===== config.mk =====
export PLATFORM = sky130hd
export DESIGN_NAME = wfifo_burst_sched_flat
export DESIGN_NICKNAME = d
export VERILOG_FILES = /design/src/rtl/wfifo_burst_sched_pkg.sv /design/src/rtl/wfifo_burst_sched_if.sv /design/src/rtl/wfifo_burst_sched_addr_ring.sv /design/src/rtl/wfifo_burst_sched.sv /design/src/flat_wrapper.sv
export SDC_FILE = /design/constraint.sdc
export NUM_CORES = 1
export LEC_CHECK = 0
export ABC_CLOCK_PERIOD_IN_PS = 7000
export BUFFER_PORTS_ARGS = -buffer_cell sky130_fd_sc_hd__buf_2
export CAP_MARGIN = 20
export CORE_MARGIN = 8
export CORE_UTILIZATION = 60
export DETAILED_ROUTE_END_ITERATION = 8
export PLACE_DENSITY = 0.91
export SLEW_MARGIN = 10
export SYNTH_ARGS = -nofsm -noshare
export SYNTH_HDL_FRONTEND = slang
export SYNTH_HIERARCHICAL = 1
export SYNTH_SLANG_ARGS = --single-unit

===== constraint.sdc =====
create_clock -name clk -period 7 [get_ports clk]
set_clock_uncertainty 0.1 [all_clocks]
set_input_delay 0.7 -clock clk [delete_from_list [all_inputs] [get_ports clk]]
set_output_delay 0.7 -clock clk [all_outputs]
set_load 0.05 [all_outputs]

===== src/rtl/wfifo_burst_sched_pkg.sv =====
// wfifo_burst_sched_pkg
// Shared definitions for the write-FIFO burst scheduler and its SDRAM-side
// peers: FSM state encoding, burst length field width, and the default burst
// length / ring end address agreed with the SDRAM controller.
package wfifo_burst_sched_pkg;

  typedef enum logic [1:0] {
    IDLE  = 2'd0,
    REQ   = 2'd1,
    BURST = 2'd2,
    DONE  = 2'd3
  } state_t;

  // wr_len must hold up to 256 words.
  localparam int LEN_W = 9;

  localparam int          DEF_BURST_LEN = 8;
  localparam logic [23:0] DEF_ADDR_MAX  = 24'h00FFFF;

endpackage


===== src/rtl/wfifo_burst_sched_if.sv =====
// wfifo_burst_sched_if
// Bundles the write-FIFO read side and the SDRAM controller write port as seen
// by the burst scheduler.
//   master : the scheduler (drives wfifo_rd_en, wr_req, wr_addr, wr_len)
//   slave  : FIFO / SDRAM controller side (drives wfifo_rd_cnt, wr_ack,
//            wr_data_req, wr_done)
interface wfifo_burst_sched_if
  import wfifo_burst_sched_pkg::*;
#(
  parameter int FIFO_CNT_W = 10,
  parameter int ADDR_W     = 24
);
  logic [FIFO_CNT_W-1:0] wfifo_rd_cnt;
  logic                  wfifo_rd_en;
  logic                  wr_req;
  logic                  wr_ack;
  logic                  wr_data_req;
  logic                  wr_done;
  logic [ADDR_W-1:0]     wr_addr;
  logic [LEN_W-1:0]      wr_len;

  modport master (
    input  wfifo_rd_cnt, wr_ack, wr_data_req, wr_done,
    output wfifo_rd_en, wr_req, wr_addr, wr_len
  );

  modport slave (
    output wfifo_rd_cnt, wr_ack, wr_data_req, wr_done,
    input  wfifo_rd_en, wr_req, wr_addr, wr_len
  );
endinterface


===== src/rtl/wfifo_burst_sched_addr_ring.sv =====
// wfifo_addr_ring
// SDRAM write address ring for the burst scheduler. Holds the burst start
// address, advances it by the finished burst length, and wraps to ADDR_BASE
// when the following full burst would run past ADDR_MAX.
//   clk, rst_n : clock, async active-low reset
//   step_i     : high for the single DONE cycle; advance (or clear) the address
//   idle_i     : scheduler is in IDLE; addr_clr acts immediately
//   clr_i      : restart request; deferred to the next step when not idle
//   len_i      : length of the burst just completed
//   addr_o     : current burst start address
//   wrap_o     : one-cycle pulse after a wrap-around step
module wfifo_addr_ring
  import wfifo_burst_sched_pkg::*;
#(
  parameter int                ADDR_W    = 24,
  parameter int                BURST_LEN = DEF_BURST_LEN,
  parameter logic [ADDR_W-1:0] ADDR_BASE = '0,
  parameter logic [ADDR_W-1:0] ADDR_MAX  = ADDR_W'(DEF_ADDR_MAX)
) (
  input  logic              clk,
  input  logic              rst_n,
  input  logic              step_i,
  input  logic              idle_i,
  input  logic              clr_i,
  input  logic [LEN_W-1:0]  len_i,
  output logic [ADDR_W-1:0] addr_o,
  output logic              wrap_o
);

  logic [ADDR_W-1:0] addr_q, addr_d;
  logic              pend_q, pend_d;
  logic              wrap_q, wrap_d;
  logic [ADDR_W:0]   next_w;
  logic [ADDR_W:0]   last_w;

  // One extra bit so an address sum past the top of the space is still seen
  // as exceeding ADDR_MAX instead of aliasing low.
  assign next_w = {1'b0, addr_q} + (ADDR_W+1)'(len_i);
  assign last_w = next_w + (ADDR_W+1)'(BURST_LEN - 1);

  always_comb begin
    addr_d = addr_q;
    pend_d = pend_q;
    wrap_d = 1'b0;
    if (step_i) begin
      pend_d = 1'b0;
      // A pending (or same-cycle) clear wins over the increment and is not a wrap.
      if (clr_i || pend_q) begin
        addr_d = ADDR_BASE;
      end else if (last_w > {1'b0, ADDR_MAX}) begin
        addr_d = ADDR_BASE;
        wrap_d = 1'b1;
      end else begin
        addr_d = next_w[ADDR_W-1:0];
      end
    end else if (clr_i) begin
      if (idle_i) addr_d = ADDR_BASE;
      else        pend_d = 1'b1;
    end
  end

  always_ff @(posedge clk or negedge rst_n) begin
    if (!rst_n) begin
      addr_q <= ADDR_BASE;
      pend_q <= 1'b0;
      wrap_q <= 1'b0;
    end else begin
      addr_q <= addr_d;
      pend_q <= pend_d;
      wrap_q <= wrap_d;
    end
  end

  assign addr_o = addr_q;
  assign wrap_o = wrap_q;

endmodule


===== src/rtl/wfifo_burst_sched.sv =====
// wfifo_burst_sched
// Write-side scheduler between the UART packer's word FIFO and the SDRAM
// controller write port. Requests a burst once BURST_LEN words are buffered,
// strobes the FIFO read for each data beat the controller asks for, and steps
// the ring address after each burst.
//   clk, rst_n : clock, async active-low reset
//   bus        : wfifo_burst_sched_if.master (FIFO count/read, SDRAM write port)
//   addr_clr   : pulse, restart the address at ADDR_BASE
//   busy       : scheduler is not IDLE
//   addr_wrap  : one-cycle pulse when the address wraps
//   burst_err  : sticky; wr_done with a short beat count, or outside a burst
// Optional feature macro WFIFO_FLUSH_TIMEOUT_EN: after TIMEOUT_CYC idle cycles
// with a sub-burst residue in the FIFO, flush it as a partial burst.
module wfifo_burst_sched
  import wfifo_burst_sched_pkg::*;
#(
  parameter int                BURST_LEN   = DEF_BURST_LEN,
  parameter int                FIFO_CNT_W  = 10,
  parameter int                ADDR_W      = 24,
  parameter logic [ADDR_W-1:0] ADDR_BASE   = '0,
  parameter logic [ADDR_W-1:0] ADDR_MAX    = ADDR_W'(DEF_ADDR_MAX),
  parameter int                TIMEOUT_CYC = 50000
) (
  input  logic                 clk,
  input  logic                 rst_n,
  wfifo_burst_sched_if.master  bus,
  input  logic                 addr_clr,
  output logic                 busy,
  output logic                 addr_wrap,
  output logic                 burst_err
);

  localparam logic [FIFO_CNT_W:0] BURST_CNT = (FIFO_CNT_W+1)'(BURST_LEN);
  localparam logic [LEN_W-1:0]    BURST_L   = LEN_W'(BURST_LEN);

  state_t           state_q, state_d;
  logic             wr_req_q, wr_req_d;
  logic [LEN_W-1:0] len_q, len_d;
  logic [LEN_W-1:0] beat_q, beat_d;
  logic             err_q, err_d;
  logic             rd_en;
  logic             full_avail;
  logic             tmo_hit;

  assign full_avail = {1'b0, bus.wfifo_rd_cnt} >= BURST_CNT;

`ifdef WFIFO_FLUSH_TIMEOUT_EN
  logic [15:0] idle_q, idle_d;
  logic        residue;

  assign residue = (bus.wfifo_rd_cnt != '0) && !full_avail;
  assign tmo_hit = (state_q == IDLE) && residue && (idle_q == 16'(TIMEOUT_CYC - 1));

  always_comb begin
    idle_d = idle_q + 16'd1;
    if ((state_q != IDLE) || !residue || tmo_hit) idle_d = '0;
  end

  always_ff @(posedge clk or negedge rst_n) begin
    if (!rst_n) idle_q <= '0;
    else        idle_q <= idle_d;
  end
`else
  assign tmo_hit = 1'b0;
`endif

  // Combinational so the FIFO word appears in the same cycle the controller asks.
  assign rd_en = (state_q == BURST) && bus.wr_data_req && (beat_q < len_q);

  always_comb begin
    state_d  = state_q;
    wr_req_d = wr_req_q;
    len_d    = len_q;
    beat_d   = beat_q;
    err_d    = err_q;
    if (rd_en) beat_d = beat_q + 1'b1;
    unique case (state_q)
      IDLE: begin
        if (bus.wr_done) err_d = 1'b1;
        if (full_avail) begin
          len_d    = BURST_L;
          wr_req_d = 1'b1;
          state_d  = REQ;
        end else if (tmo_hit) begin
          len_d    = LEN_W'(bus.wfifo_rd_cnt);
          wr_req_d = 1'b1;
          state_d  = REQ;
        end
      end
      REQ: begin
        if (bus.wr_done) err_d = 1'b1;
        if (bus.wr_ack) begin
          wr_req_d = 1'b0;
          beat_d   = '0;
          state_d  = BURST;
        end
      end
      BURST: begin
        if (bus.wr_done) begin
          // Count includes a beat taken in the same cycle as wr_done.
          if (beat_d != len_q) err_d = 1'b1;
          state_d = DONE;
        end
      end
      DONE: state_d = IDLE;
      default: state_d = IDLE;
    endcase
  end

  always_ff @(posedge clk or negedge rst_n) begin
    if (!rst_n) begin
      state_q  <= IDLE;
      wr_req_q <= 1'b0;
      len_q    <= '0;
      beat_q   <= '0;
      err_q    <= 1'b0;
    end else begin
      state_q  <= state_d;
      wr_req_q <= wr_req_d;
      len_q    <= len_d;
      beat_q   <= beat_d;
      err_q    <= err_d;
    end
  end

  wfifo_addr_ring #(
    .ADDR_W    (ADDR_W),
    .BURST_LEN (BURST_LEN),
    .ADDR_BASE (ADDR_BASE),
    .ADDR_MAX  (ADDR_MAX)
  ) u_ring (
    .clk    (clk),
    .rst_n  (rst_n),
    .step_i (state_q == DONE),
    .idle_i (state_q == IDLE),
    .clr_i  (addr_clr),
    .len_i  (len_q),
    .addr_o (bus.wr_addr),
    .wrap_o (addr_wrap)
  );

  assign bus.wfifo_rd_en = rd_en;
  assign bus.wr_req      = wr_req_q;
  assign bus.wr_len      = len_q;
  assign busy            = (state_q != IDLE);
  assign burst_err       = err_q;

endmodule


===== src/flat_wrapper.sv =====
// flat-port wrapper written by rule: the top's interface ports become plain ports
module wfifo_burst_sched_flat import wfifo_burst_sched_pkg::*;
#(
  parameter int                BURST_LEN   = DEF_BURST_LEN,
  parameter int                FIFO_CNT_W  = 10,
  parameter int                ADDR_W      = 24,
  parameter logic [ADDR_W-1:0] ADDR_BASE   = '0,
  parameter logic [ADDR_W-1:0] ADDR_MAX    = ADDR_W'(DEF_ADDR_MAX),
  parameter int                TIMEOUT_CYC = 50000
)
  (clk, rst_n, addr_clr, busy, addr_wrap, burst_err, bus_wfifo_rd_cnt, bus_wr_ack, bus_wr_data_req, bus_wr_done, bus_wfifo_rd_en, bus_wr_req, bus_wr_addr, bus_wr_len);
  wfifo_burst_sched_if #(.FIFO_CNT_W(FIFO_CNT_W), .ADDR_W(ADDR_W)) bus_i ();
  input  logic clk;
  input  logic rst_n;
  input  logic addr_clr;
  output logic busy;
  output logic addr_wrap;
  output logic burst_err;
  input wire logic [$bits(bus_i.wfifo_rd_cnt)-1:0] bus_wfifo_rd_cnt;
  input wire logic [$bits(bus_i.wr_ack)-1:0] bus_wr_ack;
  input wire logic [$bits(bus_i.wr_data_req)-1:0] bus_wr_data_req;
  input wire logic [$bits(bus_i.wr_done)-1:0] bus_wr_done;
  output wire logic [$bits(bus_i.wfifo_rd_en)-1:0] bus_wfifo_rd_en;
  output wire logic [$bits(bus_i.wr_req)-1:0] bus_wr_req;
  output wire logic [$bits(bus_i.wr_addr)-1:0] bus_wr_addr;
  output wire logic [$bits(bus_i.wr_len)-1:0] bus_wr_len;
  assign bus_i.wfifo_rd_cnt = bus_wfifo_rd_cnt;
  assign bus_i.wr_ack = bus_wr_ack;
  assign bus_i.wr_data_req = bus_wr_data_req;
  assign bus_i.wr_done = bus_wr_done;
  assign bus_wfifo_rd_en = bus_i.wfifo_rd_en;
  assign bus_wr_req = bus_i.wr_req;
  assign bus_wr_addr = bus_i.wr_addr;
  assign bus_wr_len = bus_i.wr_len;
  wfifo_burst_sched #(.BURST_LEN(BURST_LEN), .FIFO_CNT_W(FIFO_CNT_W), .ADDR_W(ADDR_W), .ADDR_BASE(ADDR_BASE), .ADDR_MAX(ADDR_MAX), .TIMEOUT_CYC(TIMEOUT_CYC)) u_core (.clk(clk), .rst_n(rst_n), .bus(bus_i), .addr_clr(addr_clr), .busy(busy), .addr_wrap(addr_wrap), .burst_err(burst_err));
endmodule

==> impl_results.md <==
* Routed length per instance at between 15 and 20 um
* Top Metal Used: met4
* Worst skew pair latency at 0.30 ns
* Clock root buffer: clkbuf_8
* I/O pins at 54
* Top-area cell type share of the netlist area at 26.0%
* Area contributors post-synth: dfrtp_1 (26%), ha_1 (5.5%), nand2_1 (4.4%)
* Detailed Place HPWL at 7.64 mm
* Slew @ Worst Pin at 0.897 ns
* Final WL at between 10 and 15 mm
* Sequential share of power at 22.4%
* Internal power at 0.650 mW
* Antenna-violating nets left at 0
* M1 WL at 4.31 mm
* CP Max Fanout at 11
* Power share of the combinational group at 66.1%
* Net Switching at 0.782 mW
* Final min period at ~4.4 ns
* Reg clk slew, reported paths at around 0.090 ns
* Initial antenna violation count at 0
* Number of global-route vias before repair at 3540
* Drt first pass iters at 5
* Die Ht at 96.1 um
* WS Path Type: register to register
* Nets at between 400 and 500
* Mapped Avg Cell Area at approximately 9.0 sq um
* Global route overflow at 0
* Fmax at approximately 230 MHz
* Die width at 96.1 um
* # setup viols final at 0
* Clock share of power at between 10 and 15%
* # diodes at 0
* FFs w/ async S/R, synth at 100%
* Global placement routability congestion at 0.980
* CP delay by family, top: simple AND/OR/NAND/NOR gates
* Cell taking the most area after synthesis: dfrtp_1
* Iteration-0 DRC Markers at 280
* Final Hold Viols at 0
* CP Data Arrival Time at between 4 and 5 ns
* Met3 WL at 841 um
* Cells on Worst Hold Path at 1
* Layout cells sized above 1 at 21.2%
* Max_cap viols at 0
* Vias at 3603
* Worst Reg-to-Reg Cells at 12
* Die area at 9230 sq um
* Sw Share at 54.6%
* Final Max Slew Viols at 0
* Register bit count reported by yosys at 40
* Top FF cell, synth: dfrtp_1
* Non-Filler Instances at between 500 and 600
* Number of clock sinks at 40
* Status: finished, final reports clean
* CTS tree: built
* CP bufs+invs at 0
* Core Area at around 6300 sq um
* Pin count of the biggest net entering global routing at 41
* Type of the worst min-delay path: register to register
* # DRC at 0
* Post-synthesis sequential area ratio at 26.0%
* CTS resizes at 0
* Tcrit/Tclk final at a little over three fifths
* Post-synth EDFFs at 0
* CP required at 7.11 ns
* Core Rows at 29
* Via/cell ratio at 6.64
* Max Root-Sink Buffers at 2
* Syn Inst Count at 428
* Crit. End Element: register
* RSZ-0062 raised after global routing: false
* Design Power at 1.43 mW
* R2r startpoint: u_core/u_ring/addr_o[5]$_DFFE_PN0P_
* Cell at the slowest stage of the critical path: or4b_1
* Critical Path Start Type: register
* First-pass GRT wire length at 16.7 mm
* Max H-tree Level at 2
* Metal2 WL at approximately 4.8 mm
* # hold bufs at CTS at 0
* Yosys cell types at 88
* Power Density at 347 nW/um^2
* Post-synthesis cell area at 3840 sq um
* Worst slew margin at 40.2%
* Postcts setup bufs at 0
* CP max stage delay at around 0.47 ns
* CP Cell Sequence: ha_1 > nand2_2 > o21ai_1 > a211oi_2 > xor2_1 > nor4_4 > and3_1 > or4b_1 > nand3_1 > o211a_1 > nand3_4 > o31ai_1
* Maximum vdd drop at 306 uV
* CTS Buf Count at 5
* Initial Utilization at 61.3%
* Worst r2r dst: u_core/u_ring/addr_o[4]$_DFFE_PN0P_
* DP Cell Count at 534
* Stages on worst setup path at 12
* Tot GR Track Use at roughly 23%
* Warnings from Yosys at 6
* Hold Crit Start: u_core/beat_q[6]$_DFF_PN0_
* Lkg Pwr at 1.75 nW
* Worst Hold End: u_core/beat_q[6]$_DFF_PN0_
* Setup TNS at 0 ns
* Area Overhead vs Synth at 7.29%
* Port buffer count at 42
* Reg2Reg Setup Slack at 2.57 ns
power by group through the flow:
stage	Clock [mW]	Sequential (mW)	Combinational (mW)
6_report	0.165	0.321	0.946
5_1_grt	0.178	0.329	1.02
4_1_cts	0.168	0.321	0.909
3_5_place_dp	0	0.326	0.906
3_3_place_gp	0	0.322	0.872
2_1_floorplan	0	0.416	0.664
per-layer routing:
layer	global-route usage (%)	vias up
met5	0	-
met4	8.19	0
met3	4.99	33
met2	38.5	193
met1	27.7	1724
li1	-	1653
cells by family (layout without fill, tap and decap cells):
family / count (synthesis) / count (layout) / synth area share (%)
AO/OA/AOI/OAI: 125 / 125 / 28.1
flip-flops: 40 / 40 / 26.0
buffers and inverters: 45 / 67 / 6.64
adder cells (fa/ha/maj): 18 / 18 / 6.05
XOR/XNOR: 24 / 24 / 5.86
multiplexers: 4 / 4 / 1.17
AND/OR/NAND/NOR: 171 / 171 / 26.0
other: 1 / 17 / 0.0975
flip-flops by register name, summed over array words and instances (netlist names):
register	cells
u_core/u_ring/addr_o	24
u_core/beat_q	9
u_core/state_q	2
u_core/burst_err	1
u_core/bus.wr_len	1
u_core/bus.wr_req	1
u_core/u_ring/pend_q	1
u_core/u_ring/wrap_o	1
Yosys cell counts, types with 6 or more instances:
library cell and number:
nand2_1 45, dfrtp_1 40, nor2_1 25, a21oi_1 23, and2_1 19, ha_1 17
inv_1 15, xnor2_1 14, nand3_1 12, o2111ai_1 11, buf_4 10, nand4_1 9
nor3_1 9, o21ai_0 9, xor2_1 9, a211oi_2 8, and3_1 8, buf_2 8
o21ai_2 7, nand2b_1 6, o211ai_1 6
layout make-up:
cell class,instances,area [sq um]
inverter,16,60.1
sequential,40,1000
clock buffer,5,68.8
fill,529,2150
clock inverter,3,21.3
timing repair buffer,43,225
tap,77,96.3
multi-input combinational,359,2650
how the worst max path moves through the flow:
stage,slack [ns],from,endpoint
finish,2.57,u_core/u_ring/addr_o[5]$_DFFE_PN0P_,u_core/u_ring/addr_o[4]$_DFFE_PN0P_
global placement,2.81,u_core/u_ring/addr_o[5]$_DFFE_PN0P_,u_core/u_ring/addr_o[4]$_DFFE_PN0P_
floorplan,3.33,u_core/u_ring/addr_o[5]$_DFFE_PN0P_,u_core/u_ring/addr_o[15]$_DFFE_PN0P_
detailed placement,2.73,u_core/u_ring/addr_o[5]$_DFFE_PN0P_,u_core/u_ring/addr_o[4]$_DFFE_PN0P_
global route,2.41,u_core/u_ring/addr_o[5]$_DFFE_PN0P_,u_core/u_ring/addr_o[4]$_DFFE_PN0P_
CTS,2.71,u_core/u_ring/addr_o[5]$_DFFE_PN0P_,u_core/u_ring/addr_o[4]$_DFFE_PN0P_
cells in the final DEF (no fill, tap or decap), types with 11 or more instances in the layout:
| cell | instances |
|---|---|
| a21oi_1 | 22 |
| and2_1 | 19 |
| buf_2 | 42 |
| conb_1 | 17 |
| dfrtp_1 | 40 |
| ha_1 | 17 |
| inv_1 | 15 |
| nand2_1 | 45 |
| nand3_1 | 12 |
| nor2_1 | 25 |
| o2111ai_1 | 11 |
| xnor2_1 | 14 |
through the flow:
step | cell area (sq um) | setup slack [ns] | hold slack, ns | util (%)
6_report | 4130 | 2.57 | 0.397 | 65.7
5_1_grt | 4130 | 2.41 | 0.425 | 65.7
4_1_cts | 4110 | 2.71 | 0.399 | 65.5
3_5_place_dp | 4020 | 2.73 | 0.374 | 64.0
3_3_place_gp | 4020 | 2.81 | 0.372 | 64.0
2_1_floorplan | 3910 | 3.33 | 0.304 | -
No activity file was read; power rests on OpenSTA's default activity.
